### src/rtl/dual_port_mem_arbiter_if.sv
// Requester-side bus of the shared two-port RAM arbiter: per-requester request,
// write enable, address and write data, plus grant and read-return lanes.
interface dual_port_mem_arbiter_if #(
  parameter int unsigned NUM_REQ        = 4,
  parameter int unsigned address_length = 10,
  parameter int unsigned word_length    = 64
);
  logic [NUM_REQ-1:0]                req;
  logic [NUM_REQ-1:0]                we;
  logic [NUM_REQ*address_length-1:0] addr;
  logic [NUM_REQ*word_length-1:0]    wdata;
  logic [NUM_REQ-1:0]                gnt;
  logic [NUM_REQ-1:0]                rvalid;
  logic [NUM_REQ*word_length-1:0]    rdata;

  // Requesters (core memory stages) drive the access; they observe grant and read return.
  modport master (
    output req, we, addr, wdata,
    input  gnt, rvalid, rdata
  );

  // The arbiter samples the accesses and answers with grant and read return.
  modport slave (
    input  req, we, addr, wdata,
    output gnt, rvalid, rdata
  );
endinterface

### src/rtl/dual_port_mem_arbiter.sv
// Round-robin arbiter granting up to two requesters per cycle onto the two ports of a
// shared RAM, and steering each port's registered read data back to its owner.
module dual_port_mem_arbiter #(
  parameter int unsigned NUM_REQ        = 4,
  parameter int unsigned address_length = 10,
  parameter int unsigned word_length    = 64
) (
  input  logic                      clk,
  input  logic                      reset,
  dual_port_mem_arbiter_if.slave    bus,
  output logic [address_length-1:0] address_a,
  output logic [address_length-1:0] address_b,
  output logic [word_length-1:0]    data_a,
  output logic [word_length-1:0]    data_b,
  output logic                      wren_a,
  output logic                      wren_b,
  input  logic [word_length-1:0]    q_a,
  input  logic [word_length-1:0]    q_b
);

  localparam int unsigned IdW = (NUM_REQ > 1) ? $clog2(NUM_REQ) : 1;

  typedef logic [IdW-1:0] id_t;

  typedef struct packed {
    logic valid;
    logic is_read;
    id_t  id;
  } owner_t;

  id_t    ptr_q, ptr_d;
  owner_t own_a_q, own_a_d;
  owner_t own_b_q, own_b_d;
  logic   a_hit, b_hit, conflict;
  logic   a_gnt, b_gnt;
  id_t    a_id, b_id;

  logic [address_length-1:0] addr_arr  [NUM_REQ];
  logic [word_length-1:0]    wdata_arr [NUM_REQ];

  function automatic id_t wrap_inc(input id_t i);
    if (i == id_t'(NUM_REQ - 1)) return '0;
    return i + 1'b1;
  endfunction

  // Unpack the flat requester buses into per-requester lanes.
  always_comb begin
    for (int unsigned i = 0; i < NUM_REQ; i++) begin
      addr_arr[i]  = bus.addr[i*address_length +: address_length];
      wdata_arr[i] = bus.wdata[i*word_length +: word_length];
    end
  end

  // Port A: first requester from ptr; port B: next requester after A's winner.
  always_comb begin
    int unsigned idx;
    idx   = 0;
    a_hit = 1'b0;
    a_id  = '0;
    b_hit = 1'b0;
    b_id  = '0;
    for (int unsigned k = 0; k < NUM_REQ; k++) begin
      idx = (32'(ptr_q) + k) % NUM_REQ;
      if (!a_hit && bus.req[id_t'(idx)]) begin
        a_hit = 1'b1;
        a_id  = id_t'(idx);
      end
    end
    for (int unsigned k = 1; k < NUM_REQ; k++) begin
      idx = (32'(a_id) + k) % NUM_REQ;
      if (a_hit && !b_hit && bus.req[id_t'(idx)]) begin
        b_hit = 1'b1;
        b_id  = id_t'(idx);
      end
    end
    // Same address with any write on either side: B backs off so ordering stays defined.
    conflict = b_hit && (addr_arr[a_id] == addr_arr[b_id]) && (bus.we[a_id] || bus.we[b_id]);
    a_gnt    = a_hit && !reset;
    b_gnt    = b_hit && !conflict && !reset;
  end

  // Drive grants and RAM ports; idle ports are held at zero.
  always_comb begin
    bus.gnt   = '0;
    address_a = '0;
    data_a    = '0;
    wren_a    = 1'b0;
    address_b = '0;
    data_b    = '0;
    wren_b    = 1'b0;
    if (a_gnt) begin
      bus.gnt[a_id] = 1'b1;
      address_a     = addr_arr[a_id];
      data_a        = wdata_arr[a_id];
      wren_a        = bus.we[a_id];
    end
    if (b_gnt) begin
      bus.gnt[b_id] = 1'b1;
      address_b     = addr_arr[b_id];
      data_b        = wdata_arr[b_id];
      wren_b        = bus.we[b_id];
    end
  end

  // Next pointer follows the last granted requester; owners record who gets q next cycle.
  always_comb begin
    ptr_d   = ptr_q;
    own_a_d = '0;
    own_b_d = '0;
    if (b_gnt) begin
      ptr_d = wrap_inc(b_id);
    end else if (a_gnt) begin
      ptr_d = wrap_inc(a_id);
    end
    if (a_gnt) own_a_d = '{valid: 1'b1, is_read: !bus.we[a_id], id: a_id};
    if (b_gnt) own_b_d = '{valid: 1'b1, is_read: !bus.we[b_id], id: b_id};
  end

  // Arbitration state; async reset also drops any read granted in the reset cycle.
  always_ff @(posedge clk or posedge reset) begin
    if (reset) begin
      ptr_q   <= '0;
      own_a_q <= '0;
      own_b_q <= '0;
    end else begin
      ptr_q   <= ptr_d;
      own_a_q <= own_a_d;
      own_b_q <= own_b_d;
    end
  end

  // Route registered RAM read data to the requester that owned each port last cycle.
  always_comb begin
    bus.rvalid = '0;
    bus.rdata  = '0;
    for (int unsigned i = 0; i < NUM_REQ; i++) begin
      if (own_a_q.valid && own_a_q.is_read && (own_a_q.id == id_t'(i))) begin
        bus.rvalid[i]                          = 1'b1;
        bus.rdata[i*word_length +: word_length] = q_a;
      end
      if (own_b_q.valid && own_b_q.is_read && (own_b_q.id == id_t'(i))) begin
        bus.rvalid[i]                          = 1'b1;
        bus.rdata[i*word_length +: word_length] = q_b;
      end
    end
  end

endmodule

### src/flat_wrapper.sv
// flat-port wrapper written by rule: the top's interface ports become plain ports
module dual_port_mem_arbiter_flat 
#(
  parameter int unsigned NUM_REQ        = 4,
  parameter int unsigned address_length = 10,
  parameter int unsigned word_length    = 64
)
  (clk, reset, address_a, address_b, data_a, data_b, wren_a, wren_b, q_a, q_b, bus_req, bus_we, bus_addr, bus_wdata, bus_gnt, bus_rvalid, bus_rdata);
  dual_port_mem_arbiter_if #(.NUM_REQ(NUM_REQ), .address_length(address_length), .word_length(word_length)) bus_i ();
  input  logic clk;
  input  logic reset;
  output logic [address_length-1:0] address_a;
  output logic [address_length-1:0] address_b;
  output logic [word_length-1:0] data_a;
  output logic [word_length-1:0] data_b;
  output logic wren_a;
  output logic wren_b;
  input  logic [word_length-1:0] q_a;
  input  logic [word_length-1:0] q_b;
  input wire logic [$bits(bus_i.req)-1:0] bus_req;
  input wire logic [$bits(bus_i.we)-1:0] bus_we;
  input wire logic [$bits(bus_i.addr)-1:0] bus_addr;
  input wire logic [$bits(bus_i.wdata)-1:0] bus_wdata;
  output wire logic [$bits(bus_i.gnt)-1:0] bus_gnt;
  output wire logic [$bits(bus_i.rvalid)-1:0] bus_rvalid;
  output wire logic [$bits(bus_i.rdata)-1:0] bus_rdata;
  assign bus_i.req = bus_req;
  assign bus_i.we = bus_we;
  assign bus_i.addr = bus_addr;
  assign bus_i.wdata = bus_wdata;
  assign bus_gnt = bus_i.gnt;
  assign bus_rvalid = bus_i.rvalid;
  assign bus_rdata = bus_i.rdata;
  dual_port_mem_arbiter #(.NUM_REQ(NUM_REQ), .address_length(address_length), .word_length(word_length)) u_core (.clk(clk), .reset(reset), .bus(bus_i), .address_a(address_a), .address_b(address_b), .data_a(data_a), .data_b(data_b), .wren_a(wren_a), .wren_b(wren_b), .q_a(q_a), .q_b(q_b));
endmodule
### config.mk
export PLATFORM = sky130hd
export DESIGN_NAME = dual_port_mem_arbiter_flat
export DESIGN_NICKNAME = d
export VERILOG_FILES = /design/src/rtl/dual_port_mem_arbiter_if.sv /design/src/rtl/dual_port_mem_arbiter.sv /design/src/flat_wrapper.sv
export SDC_FILE = /design/constraint.sdc
export NUM_CORES = 1
export LEC_CHECK = 0
export ABC_CLOCK_PERIOD_IN_PS = 9400
export CAP_MARGIN = 20
export CORE_AREA = 2 2 327 329
export CTS_CLUSTER_SIZE = 24
export DETAILED_ROUTE_END_ITERATION = 10
export DIE_AREA = 0 0 329 331
export GPL_TIMING_DRIVEN = 0
export PLACE_DENSITY = 0.32
export SYNTH_ARGS = -nofsm -noshare
export SYNTH_HDL_FRONTEND = slang
export SYNTH_SLANG_ARGS = --single-unit
### constraint.sdc
create_clock -name clk -period 9.4 [get_ports clk]
set_input_delay 2.82 -clock clk [delete_from_list [all_inputs] [get_ports clk]]
set_output_delay 2.82 -clock clk [all_outputs]
set_load 0.1 [all_outputs]
# --- Word level (Yosys, flattened, before mapping) ---
# Index checks and enable logic that the tools add are counted.
word_totals:
  reg_bits: 10
  input_bits: 434
  out_inout_bits: 414
  elab_cells: 163
op_classes:
  n_addsub: 8
  order_cmp: 13
  eq_ne: 9
  muxes: 85
  bitwise_logic: 3
  reduce_logical: 38
op_table:
  columns: ["op", "count"]
  rows:
  - ["two-way mux 64 bit", 14]
  - ["binary-select mux 64 bit (select 2 bit)", 2]
  - ["two-way mux 10 bit", 6]
  - ["binary-select mux 10 bit (select 2 bit)", 2]
  - ["two-way mux 1 bit", 33]
  - ["less-than comparator 2 x 3 -> 1 bit (second input constant)", 9]
  - ["two-way mux 2 bit", 13]
  - ["logical AND 1 bit", 25]
  - ["binary-select mux 1 bit (select 2 bit)", 9]
  - ["two-way mux 4 bit", 4]
  - ["== test 2 bit (second input constant)", 6]
  - ["== test 10 bit", 1]
  - ["zero test 1 bit", 9]
  - ["adder 2 x 1 -> 2 bit (second input constant)", 4]
  - ["adder 2 bit (second input constant)", 4]
  - ["greater-or-equal comparator 3 bit (second input constant)", 2]
  - ["NOT 2 -> 3 bit", 2]
  - ["demux 1 bit (select 2 bit)", 2]
  - ["== test 2 x 1 -> 1 bit (second input constant)", 2]
  - ["greater-or-equal comparator 2 x 1 -> 1 bit (second input constant)", 2]
  - ["zero test 2 bit", 2]
  - ["bitwise OR 4 bit", 1]
  - ["nonzero test 2 bit", 1]
  - ["logical OR 1 bit", 1]

# --- Logic depth before layout (Yosys ltp) ---
# Gate-level depths: netlist of the first run.
logic_depth:
  depth_word: 39
  mapped_depth: 21
  depth_no_buf: 15

# --- Worst setup path before layout of the first run ---
# OpenSTA, ideal clock, no wires.
synth_path:
  kind: "input-to-output"
  start: "input port bus_req[0]"
  end: "output port address_b[0]"
  arrival_time_ps: 7625
  setup_slack_ps: -1045
  stages: 21
  path_buffers: 7
  path_cell_list: "buf_2 -> mux2i_1 -> o22ai_1 -> nor2_2 -> buf_4 -> buf_2 -> ha_1 -> o2bb2ai_1 -> o2bb2ai_1 -> nand3_1 -> and4_1 -> clkbuf_1 -> buf_2 -> inv_1 -> mux2_2 -> xor2_1 -> nor3_2 -> a21bo_2 -> buf_6 -> buf_6 -> nor2_1"
synth_between:
  elab_chain_cells: 36
  elab_cells_between_ends: 64
  classes_between: "add/sub: 3; eq/ne: 1; mux: 39; bitwise: 2; reduce/logical: 19"
synth_lines:
  columns: ["element", "line_no", "source"]
  rows:
  - ["start, declared", "flat_wrapper.sv:20", "input wire logic [$bits(bus_i.req)-1:0] bus_req;"]
  - ["binary-select mux 1 bit (select 2 bit)", "dual_port_mem_arbiter.sv:64", "if (!a_hit && bus.req[id_t'(idx)]) begin"]
  - ["two-way mux 1 bit (not written as such)", "dual_port_mem_arbiter.sv:64", null]
  - ["two-way mux 1 bit", "dual_port_mem_arbiter.sv:64", null]
  - ["zero test 1 bit", "dual_port_mem_arbiter.sv:64", null]
  - ["logical AND 1 bit", "dual_port_mem_arbiter.sv:64", null]
  - ["two-way mux 1 bit", "dual_port_mem_arbiter.sv:64", null]
  - ["zero test 1 bit", "dual_port_mem_arbiter.sv:64", null]
  - ["logical AND 1 bit", "dual_port_mem_arbiter.sv:64", null]
  - ["(+17 left out)", null, null]
  - ["NOT 2 -> 3 bit (not written as such)", "dual_port_mem_arbiter.sv:77, dual_port_mem_arbiter.sv:99", null]
  - ["binary-select mux 10 bit (select 2 bit)", "dual_port_mem_arbiter.sv:77, dual_port_mem_arbiter.sv:99", null]
  - ["two-way mux 10 bit (not written as such) (2 in series)", "dual_port_mem_arbiter.sv:77, dual_port_mem_arbiter.sv:99", null]
  - ["== test 10 bit", "dual_port_mem_arbiter.sv:77", "conflict = b_hit && (addr_arr[a_id] == addr_arr[b_id]) && (bus.we[a_id] || bus.we[b_id]);"]
  - ["logical AND 1 bit (2 in series)", "dual_port_mem_arbiter.sv:77", null]
  - ["zero test 1 bit", "dual_port_mem_arbiter.sv:79", "b_gnt = b_hit && !conflict && !reset;"]
  - ["logical AND 1 bit (2 in series)", "dual_port_mem_arbiter.sv:79", null]
  - ["two-way mux 10 bit (*)", "dual_port_mem_arbiter.sv:97", "if (b_gnt) begin"]
  - ["end, declared", "flat_wrapper.sv:13", "output logic [address_length-1:0] address_b;"]
# Mark *: on every way between the ends. The rest lies on a longest branch, timed or not. The select of a mux whose other input is x is not followed.

# --- Final worst setup path of the first run ---
layout_path:
  start: "input port bus_req[1]"
  end: "output port address_b[4]"
# The elaborated chain is that of the path after synthesis.

==> results of run 1 <==
-- metrics by stage --
step           power, W  hold slack (ps)  setup slack, ps
2_1_floorplan   0.00285              788             -734
4_1_cts         0.00487             1010             -132
6_report        0.00498              992             -123
5_1_grt         0.00518             1060             -248
3_5_place_dp    0.00430             1010            -2940
3_3_place_gp    0.00420             1010            -3160
-- placed cells by master (no fill, tap or decap), drive strengths merged, types with 11 or more instances in the layout --
master / n
clkdlybuf4s50: 719
a22o: 256
buf: 201
mux4: 128
clkbuf: 88
nor2b: 68
and2: 67
nor2: 45
mux2i: 32
dlygate4sd2: 29
nand3: 24
nand2: 24
o21ai: 20
clkdlybuf4s15: 14
o211ai: 13
o311ai: 12
nor3: 11
-- routing by layer --
layer  GRT usage (%)  routed length (µm)  vias to the layer above
li1                -                   -                     5638
met1            19.6               37700                     6704
met2            29.3               47900                      712
met3            3.25                6200                       87
met4            2.57                1650                       12
met5               0                  71                        -
-- critical path, cell delays in order --
cell and delay, ps:
buf_4 150, clkbuf_8 140, buf_6 130, a21oi_4 130
nor2_4 70, buf_8 130, buf_12 120, ha_4 310
o2bb2ai_4 120, o2bb2ai_2 110, nand3_1 90, and4_4 170
buf_8 140, buf_12 130, buf_12 140, inv_12 70
mux2_4 320, xor2_2 160, nor3_4 350, a21bo_4 230
buf_12 130, buf_12 130, buf_12 160, nor2_4 60
buf_12 170
-- power by group through the flow --
stage	combinational [W]	clock, W	sequential, W
after global placement	0.00414	0	0.0000650
after detailed placement	0.00424	0	0.0000657
after CTS	0.00473	0.0000728	0.0000657
after floorplan	0.00279	0	0.0000615
after global routing	0.00504	0.0000755	0.0000687
final	0.00484	0.0000710	0.0000667
-- repair_timing --
| item | in CTS | in global routing |
|---|---|---|
| setup buffers | 52 | 16 |
| hold endpoints to repair | 0 | 0 |
| endpoints found under the setup margin | 153 | 129 |
| gates resized for setup | 849 | 126 |
| cloned | 5 | 0 |
| pin swaps | 21 | 22 |
-- layout make-up --
class / instances / area, µm²
sequential: 10 / 250
timing repair buffer: 931 / 10200
tap: 1391 / 1740
multi-input combinational: 769 / 8440
antenna: 9 / 22.5
clock buffer: 3 / 75.1
fill: 11613 / 83500
buffer: 118 / 692
inverter: 12 / 71.3
-- registers in the layout, indices dropped and copies added, names as in the netlist --
name and count:
u_core.own_b_q 4, u_core.own_a_q 4, u_core.ptr_q 2
-- kinds of logic after synthesis --
family	synth area share, %
AO/OA/AOI/OAI	32.7
AND/OR/NAND/NOR	16.6
multiplexers	38.8
buffers and inverters	6.60
XOR/XNOR	1.04
flip-flops	2.96
adder cells (fa/ha/maj)	1.30
-- path summary, 6_finish.rpt --
check,from,endpoint,cells past startpoint
worst max-delay path,bus_req[1],address_b[4],25
worst min-delay path,u_core.ptr_q[0]$_DFFE_PP0P_,u_core.ptr_q[0]$_DFFE_PP0P_,3
worst max register to register,u_core.ptr_q[0]$_DFFE_PP0P_,u_core.own_b_q[1]$_DFF_PP0_,23
worst min register to register,u_core.ptr_q[0]$_DFFE_PP0P_,u_core.ptr_q[0]$_DFFE_PP0P_,3
max in group asynchronous,reset,u_core.own_a_q[2]$_DFF_PP0_,2
min in group asynchronous,reset,u_core.own_b_q[2]$_DFF_PP0_,2
==> key figures, run 1 <==
Pwr
  – Peak VDD IR: 0.106 mV
  – Switching share of power: 61.4%
  – Internal power: 0.00192 W
  – Clk network pwr share: 1.4%
  – Comb pwr share: 97.2%
  – Leakage dissipation: 7.70 nW
  – Power density cells: 231 nW/µm²
  – Flop pwr share: 1.3%
  – Net Switching: 0.00306 W

Yosys
  – YS warnings: 0
  – Async set-or-reset flop fraction in the synthesized netlist: 100%
  – Mapped Nets: 1354
  – Post-synthesis sequential area ratio: 2.96%
  – Post-synthesis cell area: 8450 µm²
  – Most common cell in the netlist: a22o_1
  – Largest area contributor in the netlist: mux4_2
  – FF+latch count, synth: 10
  – Top post-synthesis cells by area: mux4_2 34%, a22o_1 27%, nor2b_1 5.0%
  – Post-Syn Instances: 912
  – Post-synth top area share: 34.1%
  – Primary FF master, synth: dfrtp_1
  – Syn avg cell area: 9.27 µm²
  – Post-synth EDFFs: 0
  – Post-synth cell types: 52
  – Synth cell count leaders: 256 x a22o_1, 128 x mux4_2, 84 x clkbuf_1

Critical path
  – CP arrival: 6700 ps
  – Reg2reg setup slack: 4950 ps
  – Worst-path maximum fanout: 8
  – Worst Setup End Kind: primary output
  – Worst setup SP type: input pin
  – Worst EP required: 6580 ps
  – WS Path Type: in2out

STA
  – Slew @ Worst Pin: 1120 ps
  – Post-layout minimum cycle time: 9520 ps
  – Post-route clock period utilization: 101%
  – Slew HR: 25.2%
  – Max Fclk: 0.105 GHz
  – RSZ-0062 raised after global routing: yes
  – Final setup violation count: 63
  – Final Hold Viols: 0
  – Max-slew violations: 0
  – Setup tns final: -4700 ps
  – Worst setup margin: -123 ps
  – Setup Skew: 2.52 ps

Route
  – Drt wl/cell: 28.9 µm
  – DRT antenna net count: 0
  – Initial DRC Count: 799
  – Vias/cell: 4.06
  – DR DRC count: 0
  – Drt first pass iters: 7
  – Vias: 13.2k
  – WL final: 93600 µm

Run
  – Max-cap viol count: 0

Floorplan
  – IO Pins: 848
  – Die Span Y: 331 µm
  – # rows: 119
  – Die W: 329 µm
  – Die area: 109000 µm²
  – Core area: 105000 µm²
  – Initial Util: 8.05%

Clocking
  – Hold-fix buffer count after cts: 0
  – Clk_lat worst skew: 230 ps
  – H-tree levels: 1
  – Reg clk slew, reported paths: 40 ps
  – Clk buf depth: 2
  – CTS sink cnt: 10
  – TritonCTS buffer count: 3
  – CTS tree: done
  – CTS root buf: clkbuf_16

Finish
  – Final std cells w/o fill: 3243
  – NumNets Final: 2287
  – Post-layout util: 20.5%
  – Final instance area: 21500 µm²
  – Area grow syn2layout: 155%
  – Layout cells sized above 1: 25.4%

Placed design
  – Cell area after placement: 19200 µm²
  – PortBufs: 846
  – Inst Count DP: 3172
  – Detailed Place HPWL: 82300 µm
  – Final RePlAce weighted congestion: 0.902

Global route
  – GR Overflow Total: 0
  – Vias in the first global route: 13.7k
  – Largest net degree at the start of global routing: 12
  – First-pass GRT wire length: 122000 µm
  – Tot GR Track Use: 16.0%
  – Initial antenna violation count: 26

Hold path
  – Worst Hold Class: reg2reg

Run status
  – Status: complete, but fails checks
  – Failing checks: setup timing
(Power assumes the default switching activity.)
==> run 2: changes to the inputs <==
--- a/config.mk
+++ b/config.mk
@@ -8,11 +8,13 @@
 export ABC_CLOCK_PERIOD_IN_PS = 9400
 export CAP_MARGIN = 20
 export CORE_AREA = 2 2 327 329
+export CTS_BUF_LIST = sky130_fd_sc_hd__clkbuf_8
 export CTS_CLUSTER_SIZE = 24
 export DETAILED_ROUTE_END_ITERATION = 10
 export DIE_AREA = 0 0 329 331
 export GPL_TIMING_DRIVEN = 0
 export PLACE_DENSITY = 0.32
+export SKIP_LAST_GASP = 1
 export SYNTH_ARGS = -nofsm -noshare
 export SYNTH_HDL_FRONTEND = slang
 export SYNTH_SLANG_ARGS = --single-unit
==> run 2 against run 1 <==
- the run still ends with setup timing left
- worst hold slack better by 1.4 ps
- non-clock buffer count down 1
- clock skew about the same
- largest power group unchanged
==> key figures, run 2 (synthesized netlist as in run 1, its figures left out) <==
Route
  – Initial DRC Count: 802
  – Drt wl/cell: 28.9 µm
  – DR DRC count: 0
  – WL final: 93700 µm
  – DRT antenna net count: 0
  – Drt first pass iters: 5
  – Vias/cell: 4.05
  – Vias: 13.1k

Placed design
  – Pre-CTS setup slack: -2940 ps
  – Cell area after placement: 19200 µm²
  – Final RePlAce weighted congestion: 0.902
  – Detailed Place HPWL: 82300 µm
  – PortBufs: 846

STA
  – Post-route clock period utilization: 101%
  – Hold WS: 993 ps
  – Post-layout minimum cycle time: 9480 ps
  – Setup tns final: -2010 ps
  – Final setup violation count: 56
  – Slew HR: 25.4%
  – Final Hold Viols: 0
  – RSZ-0062 raised after global routing: yes
  – Slew @ Worst Pin: 1120 ps
  – Max Fclk: 0.105 GHz
  – Worst setup margin: -81.9 ps
  – Setup Skew: 2.25 ps
  – Max-slew violations: 0

Global route
  – Initial antenna violation count: 23
  – Vias in the first global route: 13.7k
  – First-pass GRT wire length: 122000 µm
  – Largest net degree at the start of global routing: 12
  – GR Overflow Total: 0
  – Tot GR Track Use: 16.1%

Critical path
  – CP dominant cell by count: buf_12
  – Worst setup SP type: input pin
  – Worst-path maximum fanout: 8
  – Worst EP required: 6580 ps
  – Slowest stage delay, CP: 330 ps
  – Worst Setup End Kind: primary output
  – Slowest CP cell: mux2_4
  – WS Path Type: in2out
  – Crit path max-delay family: buffers and inverters
  – CP arrival: 6660 ps
  – Worst path bufs/invs: 13

Clocking
  – Clk buf depth: 2
  – CTS sink cnt: 10
  – Clk_lat worst skew: 230 ps
  – CTS tree: done
  – Hold-fix buffer count after cts: 0
  – TritonCTS buffer count: 3
  – CTS root buf: clkbuf_8
  – Reg clk slew, reported paths: 40 ps
  – H-tree levels: 1

Pwr
  – Comb pwr share: 97.8%
  – Switching share of power: 61.7%
  – Leakage dissipation: 7.66 nW
  – Peak VDD IR: 0.107 mV
  – Clk network pwr share: 0.8%
  – Tot Pwr: 0.00496 W
  – Flop pwr share: 1.3%
  – Net Switching: 0.00306 W
  – Internal power: 0.00190 W
  – Power density cells: 231 nW/µm²

Run status
  – Failing checks: setup timing
  – Status: complete, but fails checks

Hold path
  – Worst Hold Class: reg2reg

Floorplan
  – Die W: 329 µm
  – Core area: 105000 µm²
  – Die area: 109000 µm²
  – Initial Util: 8.05%
  – Die Span Y: 331 µm
  – IO Pins: 848
  – # rows: 119

Finish
  – Final instance area: 21500 µm²
  – Multi-input logic area: 8460 µm²
  – Layout cells sized above 1: 25.4%
  – Most common cell after layout, fill and taps aside: clkdlybuf4s50_1
  – Area grow syn2layout: 154%
  – Most frequent cells in the layout: 719 x clkdlybuf4s50_1, 256 x a22o_1, 128 x mux4_2, 99 x buf_12, 71 x clkbuf_1
  – NumNets Final: 2286
  – Storage element area: 250 µm²
  – Biggest regs: u_core.own_a_q (4), u_core.own_b_q (4), u_core.ptr_q (2)
  – Filler Cell Count: 11.6k

Run
  – Max-cap viol count: 0
[run 2: power groups by stage]
stage	logic [W]	clock network, W	registers [W]
after CTS	0.00472	0.0000428	0.0000655
after floorplan	0.00279	0	0.0000615
after global placement	0.00414	0	0.0000650
after global routing	0.00504	0.0000452	0.0000686
after detailed placement	0.00424	0	0.0000657
final	0.00485	0.0000411	0.0000665
[run 2: cell type report]
type / count / share of cell area [%]
Sequential cell: 10 / 1.17
Clock buffer: 3 / 0.192
Buffer: 118 / 3.22
Timing Repair Buffer: 930 / 47.5
Tap cell: 1391 / 8.11
Antenna cell: 5 / 0.0583
Inverter: 12 / 0.332
Multi-Input combinational cell: 769 / 39.4
[run 2: routing by layer]
layer	part of all wire (%)	routed length [µm]	global-route usage, %	up-vias
met4	1.6	1530	2.27	12
li1	-	-	-	5631
met3	6.2	5850	2.96	83
met2	51	48100	29.5	693
met5	0.082	77	0	-
met1	41	38100	19.8	6688
[run 2: worst reg2reg max path, cell delays in order, from the launching register on]
cell and delay (ps):
dfrtp_1 310, clkbuf_1 360, inv_1 180, o21ai_0 200, a21o_2 220, clkinv_4 70
ha_4 270, o2bb2ai_4 120, o2bb2ai_2 120, nand3_1 80, and4_4 220, buf_8 130
buf_6 130, mux2i_4 250, xnor2_2 150, nand4_1 200, a2111oi_4 410, a21bo_4 230
buf_12 130, buf_12 130, buf_12 160, buf_4 170, nor2_1 50
[run 2: what timing repair did]
item,4_1_cts,5_1_grt
endpoints found under the setup margin,153,129
cloned,5,0
pin swaps,21,23
resized for setup,836,139
setup buffers,52,17
[run 2: path summary, 6_finish.rpt]
kind / slack [ps] / from / endpoint / depth (start not counted)
min in group asynchronous: 3030 / reset / u_core.own_b_q[2]$_DFF_PP0_ / 2
hold / removal: 990 / u_core.ptr_q[0]$_DFFE_PP0P_ / u_core.ptr_q[0]$_DFFE_PP0P_ / 3
setup / recovery: -80 / bus_req[1] / address_b[4] / 25
setup reg to reg: 4960 / u_core.ptr_q[0]$_DFFE_PP0P_ / u_core.own_b_q[1]$_DFF_PP0_ / 22
hold reg to reg: 990 / u_core.ptr_q[0]$_DFFE_PP0P_ / u_core.ptr_q[0]$_DFFE_PP0P_ / 3
max in group asynchronous: 6110 / reset / u_core.own_a_q[1]$_DFF_PP0_ / 2
[run 2: stage by stage]
stage               cells  utilization (%)
finish               3238             20.4
global route         3238             20.4
CTS                  3224             19.9
detailed placement   3172             18.3
global placement     3149             17.9
floorplan             912                -
